## config.mk

```make
export PLATFORM = sky130hd
export DESIGN_NAME = decode_issue_stage
export DESIGN_NICKNAME = d
export VERILOG_FILES = /design/src/rtl/decode_issue_stage.sv
export SDC_FILE = /design/constraint.sdc
export NUM_CORES = 2
export LEC_CHECK = 0
export ABC_AREA = 1
export ABC_CLOCK_PERIOD_IN_PS = 68500
export BUFFER_PORTS_ARGS = -buffer_cell sky130_fd_sc_hd__buf_4
export CAP_MARGIN = 20
export CORE_MARGIN = 5
export CORE_UTILIZATION = 46
export DETAILED_ROUTE_END_ITERATION = 8
export SLEW_MARGIN = 0
export SYNTH_ARGS = -nofsm -noshare
export SYNTH_HDL_FRONTEND = slang
export SYNTH_SLANG_ARGS = --single-unit
```

## constraint.sdc

```tcl
create_clock -name clk -period 68.5 [get_ports clk]
set_input_delay 13.7 -clock clk [delete_from_list [all_inputs] [get_ports clk]]
set_output_delay 13.7 -clock clk [all_outputs]
set_load 0.01 [all_outputs]
```

## src/rtl/decode_issue_stage.sv

```systemverilog
// Decode/issue stage: instruction decode, register file, condition check, RAW hazard detection
// and the ID/EX pipeline register with freeze/flush/stall handling.
module decode_issue_stage #(
    parameter int unsigned DATA_W      = 32,
    parameter int unsigned REG_COUNT   = 16,
    parameter int unsigned PC_W        = 32,
    parameter int unsigned FORWARD_EN  = 1,
    parameter int unsigned STALL_CNT_W = 16,
    localparam int unsigned RA_W       = $clog2(REG_COUNT)
) (
    input  logic                   clk,
    input  logic                   rst,
    input  logic                   if_valid,
    input  logic [31:0]            instruction,
    input  logic [PC_W-1:0]        pc_in,
    input  logic [3:0]             sr,
    input  logic                   wb_en,
    input  logic [RA_W-1:0]        wb_dest,
    input  logic [DATA_W-1:0]      wb_data,
    input  logic                   ex_wb_en,
    input  logic                   ex_mem_r_en,
    input  logic [RA_W-1:0]        ex_dest,
    input  logic                   mem_wb_en,
    input  logic [RA_W-1:0]        mem_dest,
    input  logic                   ex_freeze,
    input  logic                   flush,
    output logic                   id_stall,
    output logic                   out_valid,
    output logic                   out_wb_en,
    output logic                   out_mem_r_en,
    output logic                   out_mem_w_en,
    output logic                   out_b,
    output logic                   out_s,
    output logic [3:0]             out_exe_cmd,
    output logic                   out_imm,
    output logic [11:0]            out_shift_op,
    output logic [23:0]            out_imm24,
    output logic [DATA_W-1:0]      out_val_rn,
    output logic [DATA_W-1:0]      out_val_rm,
    output logic [RA_W-1:0]        out_dest,
    output logic [RA_W-1:0]        out_src1,
    output logic [RA_W-1:0]        out_src2,
    output logic [PC_W-1:0]        out_pc,
    output logic [STALL_CNT_W-1:0] stall_count
);

    localparam logic [3:0] OpAnd = 4'b0000;
    localparam logic [3:0] OpEor = 4'b0001;
    localparam logic [3:0] OpSub = 4'b0010;
    localparam logic [3:0] OpAdd = 4'b0100;
    localparam logic [3:0] OpAdc = 4'b0101;
    localparam logic [3:0] OpSbc = 4'b0110;
    localparam logic [3:0] OpTst = 4'b1000;
    localparam logic [3:0] OpCmp = 4'b1010;
    localparam logic [3:0] OpOrr = 4'b1100;
    localparam logic [3:0] OpMov = 4'b1101;
    localparam logic [3:0] OpMvn = 4'b1111;

    logic [3:0]      cond;
    logic [1:0]      mode;
    logic [3:0]      op;
    logic            i_bit;
    logic            s_bit;
    logic [RA_W-1:0] rn;
    logic [RA_W-1:0] rd;
    logic [RA_W-1:0] rm;
    logic [RA_W-1:0] src2;

    assign cond  = instruction[31:28];
    assign mode  = instruction[27:26];
    assign i_bit = instruction[25];
    assign op    = instruction[24:21];
    assign s_bit = instruction[20];
    assign rn    = RA_W'(instruction[19:16]);
    assign rd    = RA_W'(instruction[15:12]);
    assign rm    = RA_W'(instruction[3:0]);

    logic       dec_wb;
    logic       dec_mem_r;
    logic       dec_mem_w;
    logic       dec_b;
    logic       dec_s;
    logic       dec_no_rn;
    logic [3:0] dec_cmd;

    always_comb begin
        dec_wb    = 1'b0;
        dec_mem_r = 1'b0;
        dec_mem_w = 1'b0;
        dec_b     = 1'b0;
        dec_s     = 1'b0;
        dec_no_rn = 1'b0;
        dec_cmd   = 4'b0000;
        case (mode)
            2'b00: begin
                dec_wb = 1'b1;
                dec_s  = s_bit;
                case (op)
                    OpMov: begin
                        dec_cmd   = 4'b0001;
                        dec_no_rn = 1'b1;
                    end
                    OpMvn: begin
                        dec_cmd   = 4'b1001;
                        dec_no_rn = 1'b1;
                    end
                    OpAdd: dec_cmd = 4'b0010;
                    OpAdc: dec_cmd = 4'b0011;
                    OpSub: dec_cmd = 4'b0100;
                    OpSbc: dec_cmd = 4'b0101;
                    OpAnd: dec_cmd = 4'b0110;
                    OpOrr: dec_cmd = 4'b0111;
                    OpEor: dec_cmd = 4'b1000;
                    OpCmp: begin
                        dec_cmd = 4'b0100;
                        dec_wb  = 1'b0;
                    end
                    OpTst: begin
                        dec_cmd = 4'b0110;
                        dec_wb  = 1'b0;
                    end
                    default: begin
                        dec_wb = 1'b0;
                        dec_s  = 1'b0;
                    end
                endcase
            end
            2'b01: begin
                // S selects load (1) versus store (0)
                dec_cmd   = 4'b0010;
                dec_wb    = s_bit;
                dec_mem_r = s_bit;
                dec_mem_w = ~s_bit;
            end
            2'b10: begin
                dec_b     = 1'b1;
                dec_no_rn = 1'b1;
            end
            default: ;
        endcase
    end

    logic flag_n;
    logic flag_z;
    logic flag_c;
    logic flag_v;
    logic cond_pass;

    assign {flag_n, flag_z, flag_c, flag_v} = sr;

    always_comb begin
        cond_pass = 1'b0;
        case (cond)
            4'b0000: cond_pass = flag_z;
            4'b0001: cond_pass = ~flag_z;
            4'b0010: cond_pass = flag_c;
            4'b0011: cond_pass = ~flag_c;
            4'b0100: cond_pass = flag_n;
            4'b0101: cond_pass = ~flag_n;
            4'b0110: cond_pass = flag_v;
            4'b0111: cond_pass = ~flag_v;
            4'b1000: cond_pass = flag_c & ~flag_z;
            4'b1001: cond_pass = ~flag_c | flag_z;
            4'b1010: cond_pass = (flag_n == flag_v);
            4'b1011: cond_pass = (flag_n != flag_v);
            4'b1100: cond_pass = ~flag_z & (flag_n == flag_v);
            4'b1101: cond_pass = flag_z | (flag_n != flag_v);
            4'b1110: cond_pass = 1'b1;
            default: cond_pass = 1'b0;
        endcase
    end

    // Stores read the data register through the second port
    assign src2 = dec_mem_w ? rd : rm;

    logic [DATA_W-1:0] regs [REG_COUNT];
    logic [DATA_W-1:0] val_rn;
    logic [DATA_W-1:0] val_rm;

    always_ff @(posedge clk or posedge rst) begin
        if (rst) begin
            for (int unsigned i = 0; i < REG_COUNT; i++) begin
                regs[i] <= '0;
            end
        end else if (wb_en) begin
            regs[wb_dest] <= wb_data;
        end
    end

    assign val_rn = (wb_en && (wb_dest == rn))   ? wb_data : regs[rn];
    assign val_rm = (wb_en && (wb_dest == src2)) ? wb_data : regs[src2];

    logic use_rn;
    logic use_src2;
    logic ex_watch;
    logic mem_watch;
    logic raw;
    logic hazard;
    logic issue_en;

    // With forwarding downstream only a load in EX cannot be bypassed
    assign ex_watch  = ex_wb_en & ((FORWARD_EN == 0) | ex_mem_r_en);
    assign mem_watch = mem_wb_en & (FORWARD_EN == 0);
    assign use_rn    = ~dec_no_rn;
    assign use_src2  = ~i_bit | dec_mem_w;

    assign raw = (use_rn & ((ex_watch & (ex_dest == rn)) | (mem_watch & (mem_dest == rn))))
               | (use_src2 & ((ex_watch & (ex_dest == src2)) | (mem_watch & (mem_dest == src2))));

    assign issue_en = if_valid & cond_pass;
    assign hazard   = issue_en & raw;
    assign id_stall = (hazard & ~flush) | ex_freeze;

    always_ff @(posedge clk or posedge rst) begin
        if (rst) begin
            out_valid    <= 1'b0;
            out_wb_en    <= 1'b0;
            out_mem_r_en <= 1'b0;
            out_mem_w_en <= 1'b0;
            out_b        <= 1'b0;
            out_s        <= 1'b0;
            out_exe_cmd  <= '0;
            out_imm      <= 1'b0;
            out_shift_op <= '0;
            out_imm24    <= '0;
            out_val_rn   <= '0;
            out_val_rm   <= '0;
            out_dest     <= '0;
            out_src1     <= '0;
            out_src2     <= '0;
            out_pc       <= '0;
        end else if (!ex_freeze) begin
            if (flush || hazard) begin
                // Bubble: controls cleared, data fields left as they were
                out_valid    <= 1'b0;
                out_wb_en    <= 1'b0;
                out_mem_r_en <= 1'b0;
                out_mem_w_en <= 1'b0;
                out_b        <= 1'b0;
                out_s        <= 1'b0;
                out_exe_cmd  <= '0;
            end else begin
                out_valid    <= issue_en;
                out_wb_en    <= issue_en & dec_wb;
                out_mem_r_en <= issue_en & dec_mem_r;
                out_mem_w_en <= issue_en & dec_mem_w;
                out_b        <= issue_en & dec_b;
                out_s        <= issue_en & dec_s;
                out_exe_cmd  <= issue_en ? dec_cmd : 4'b0000;
                out_imm      <= i_bit;
                out_shift_op <= instruction[11:0];
                out_imm24    <= instruction[23:0];
                out_val_rn   <= val_rn;
                out_val_rm   <= val_rm;
                out_dest     <= rd;
                out_src1     <= rn;
                out_src2     <= src2;
                out_pc       <= pc_in;
            end
        end
    end

    always_ff @(posedge clk or posedge rst) begin
        if (rst) begin
            stall_count <= '0;
        end else if (hazard && !flush && !ex_freeze && (stall_count != '1)) begin
            stall_count <= stall_count + 1'b1;
        end
    end

endmodule

```

==> impl_metrics.json <==
{
  "grt_pass1_vias": 29790,
  "ys_types": 34,
  "grt_pass1_wl_um": 188400,
  "synth_edf_count": 0,
  "syn_nets": 4712,
  "cap_violations": 0,
  "fin_crit_sh_pct": 43.49,
  "synth_common_cells": "1,016 x nand2_1, 799 x o21ai_0, 663 x dfrtp_1, 428 x a21oi_1, 411 x nand3_1",
  "firstDrtPassIters": 6,
  "clock_power_share_pct": 35.1,
  "swShare_pct": 31.55,
  "status": "finished, final reports clean",
  "die_y_um": 284.6,
  "fp.dieW_um": 284.6,
  "ioPinCount": 293,
  "grt_setup_unrepaired": "false",
  "path_clk_slew_ps": 60,
  "cts_buffer_depth": 3,
  "syn-mean-instance-area_um2": 7.558,
  "dpl_cell_area_um2": 36930,
  "cts_inserted_buffers": 76,
  "finClkSkew_ps": 15.55,
  "hpwl_um": 69230,
  "cts_setup_buffers": 0,
  "drtIter0Drc": 3917,
  "rows": 100,
  "crit_fanout": 87,
  "antenna_found_initial": 0,
  "slew_viol_final": 0,
  "setup-tns-final_ps": 0,
  "r2r_slack_ps": 66200,
  "ys_seq_area_share_pct": 47.83,
  "hp-class": "reg2reg",
  "cts_root_buf": "clkbuf_16",
  "yosys_warnings": 0,
  "start_kind": "input port",
  "routed-via-count": 32910,
  "synth-seq-cells": 663,
  "power.switching_w": 0.0003712,
  "fp.dieArea_um2": 81000,
  "num-fill-cells": 7320,
  "synth.top_cells.by_area": "dfrtp_1 48%, o21ai_0 12%, nand2_1 11%",
  "power_frac_seq_pct": 44.0,
  "min_period_ps": 29790,
  "required_ps": 54800,
  "grt_use_total_pct": 29.75,
  "hold_viol": 0,
  "wl_um": 124800,
  "critPathCaptureType": "primary output",
  "portBuffers": 287,
  "area_delta_synth_final_pct": 13.68,
  "core-area_um2": 74570,
  "grt_max_degree": 175,
  "max_slew_margin_pct": 23.28,
  "cts_tree": "built",
  "synthArstFlopShare_pct": 100.0,
  "peakVddDrop_v": 0.00001681,
  "multi_input_area_um2": 15290,
  "tightest_slew_ps": 1151,
  "synth_top_area_cell": "dfrtp_1",
  "overflow": 0,
  "synthesis.area_um2": 34690,
  "gp_congestion": 0.8845,
  "wl_per_cell_um": 22.17,
  "via_per_inst": 5.848,
  "setup_viol": 0,
  "insertion_delay_ps": 620,
  "design_area_um2": 39440,
  "ctsHoldBuffers": 0,
  "worst-setup-path-type": "in2out",
  "seq_area_um2": 16590,
  "arrival_ps": 16090,
  "synthFlopType": "dfrtp_1",
  "p_leak_nw": 18.42,
  "synthCells": 4590,
  "initial_core_util_pct": 46.52,
  "combPwrFrac_pct": 20.9,
  "cts_resized": 0,
  "nNetsFinal": 4725,
  "ant_nets": 0,
  "drcViolationCount": 0,
  "h-tree-depth": 3,
  "synth_top_area_share_pct": 47.83,
  "clock-sinks": 663,
  "p_int_w": 0.0008053,
  "drive_above_1_share_pct": 10.46,
  "powerDensity_nw_per_um2": 29.83,
  "fmaxAchievable_mhz": 33.57,
  "synth_most_common_cell": "nand2_1"
}
==> kinds of logic (layout without fill, tap and decap cells) <==
logic type	Yosys count	count (layout)	share of synthesized area (%)
other	0	2	0
AOI/OAI and AO/OA	1490	1490	23.28
adders and majority gates	1	1	0.03606
DFF	663	663	47.83
xor gates and xnor gates	6	6	0.1515
and+or+nand+nor	1692	1692	20.12
buffers and inverters	738	805	8.595
==> worst max-delay path: stages <==
cell and delay, ps:
buf_6 590, inv_2 590, nand2_1 180, nand4_1 100, nor3_1 220, nand3_1 130, nand2_1 120, nand2_1 150
o21bai_1 160, buf_4 140
==> metrics by stage <==
step	setup WS [ps]	total power, W	util (%)	hold WS, ps	cells
2_1_floorplan	36220	0.0006789	-	453.0	4590
3_3_place_gp	38760	0.0007593	49.52	463.4	5493
3_5_place_dp	38760	0.0007657	49.52	466.0	5493
4_1_cts	38750	0.001179	52.85	482.0	5625
5_1_grt	38520	0.001241	52.88	491.8	5626
6_report	38710	0.001176	52.88	476.0	5628
==> cells in the final DEF (no fill, tap or decap), types with 3 or more instances in the layout <==
cell type,n
a211oi_1,14
a21oi_1,428
buf_12,3
buf_4,332
bufinv_16,5
clkbuf_1,23
clkbuf_16,78
clkbuf_8,15
clkinv_2,5
dfrtp_1,663
inv_1,323
inv_2,9
inv_6,5
nand2_1,1008
nand2_2,10
nand2_8,3
nand3_1,406
nand3_4,4
nand3b_1,5
nand4_1,7
nor2_1,226
nor2_4,3
nor3_1,11
nor3_4,3
o211ai_1,222
o21ai_0,799
o21ai_1,13
o22ai_1,8
xor2_1,6
==> path summary, 6_finish.rpt <==
path                                                  from                     endpoint  depth (start not counted)
worst max-delay path                       instruction[17]                     id_stall                         10
worst min-delay path                out_pc[24]$_DFFE_PP0P_       out_pc[24]$_DFFE_PP0P_                          2
worst max register to register  stall_count[0]$_DFFE_PP0P_   stall_count[0]$_DFFE_PP0P_                          9
worst min register to register      out_pc[24]$_DFFE_PP0P_       out_pc[24]$_DFFE_PP0P_                          2
max in group asynchronous                              rst        regs[318]$_DFFE_PP0P_                          4
min in group asynchronous                              rst  out_shift_op[7]$_DFFE_PP0P_                          2
==> layout make-up <==
class / instances / area share [%]
timing repair buffer: 337 / 6.539
inverter: 336 / 3.227
sequential: 663 / 42.07
clock inverter: 16 / 0.6028
clock buffer: 116 / 5.692
antenna: 2 / 0.01269
multi-input combinational: 3189 / 38.78
tap: 969 / 3.074
==> power groups by stage <==
stage	Clock, W	Sequential [W]	Combinational [W]
2_1_floorplan	0	0.000518	0.000160
3_5_place_dp	0	0.000523	0.000243
3_3_place_gp	0	0.000521	0.000238
6_report	0.000413	0.000518	0.000246
4_1_cts	0.000419	0.000516	0.000244
5_1_grt	0.000436	0.000527	0.000277
==> state kept, by name, indices dropped and copies added (netlist names) <==
| register | count |
|---|---|
| out_b | 1 |
| out_exe_cmd | 4 |
| out_imm | 1 |
| out_imm24 | 13 |
| out_mem_r_en | 1 |
| out_mem_w_en | 1 |
| out_pc | 32 |
| out_s | 1 |
| out_shift_op | 11 |
| out_src2 | 4 |
| out_val_rm | 32 |
| out_val_rn | 32 |
| out_valid | 1 |
| out_wb_en | 1 |
| regs | 512 |
| stall_count | 16 |
==> layer usage <==
metal	global-route usage [%]	part of all wire, %
met5	0	0
met4	7.110	2.1
met2	44.61	43
met1	44.77	46
met3	5.633	9.2
Note: power is estimated with default switching activity, not from simulation.
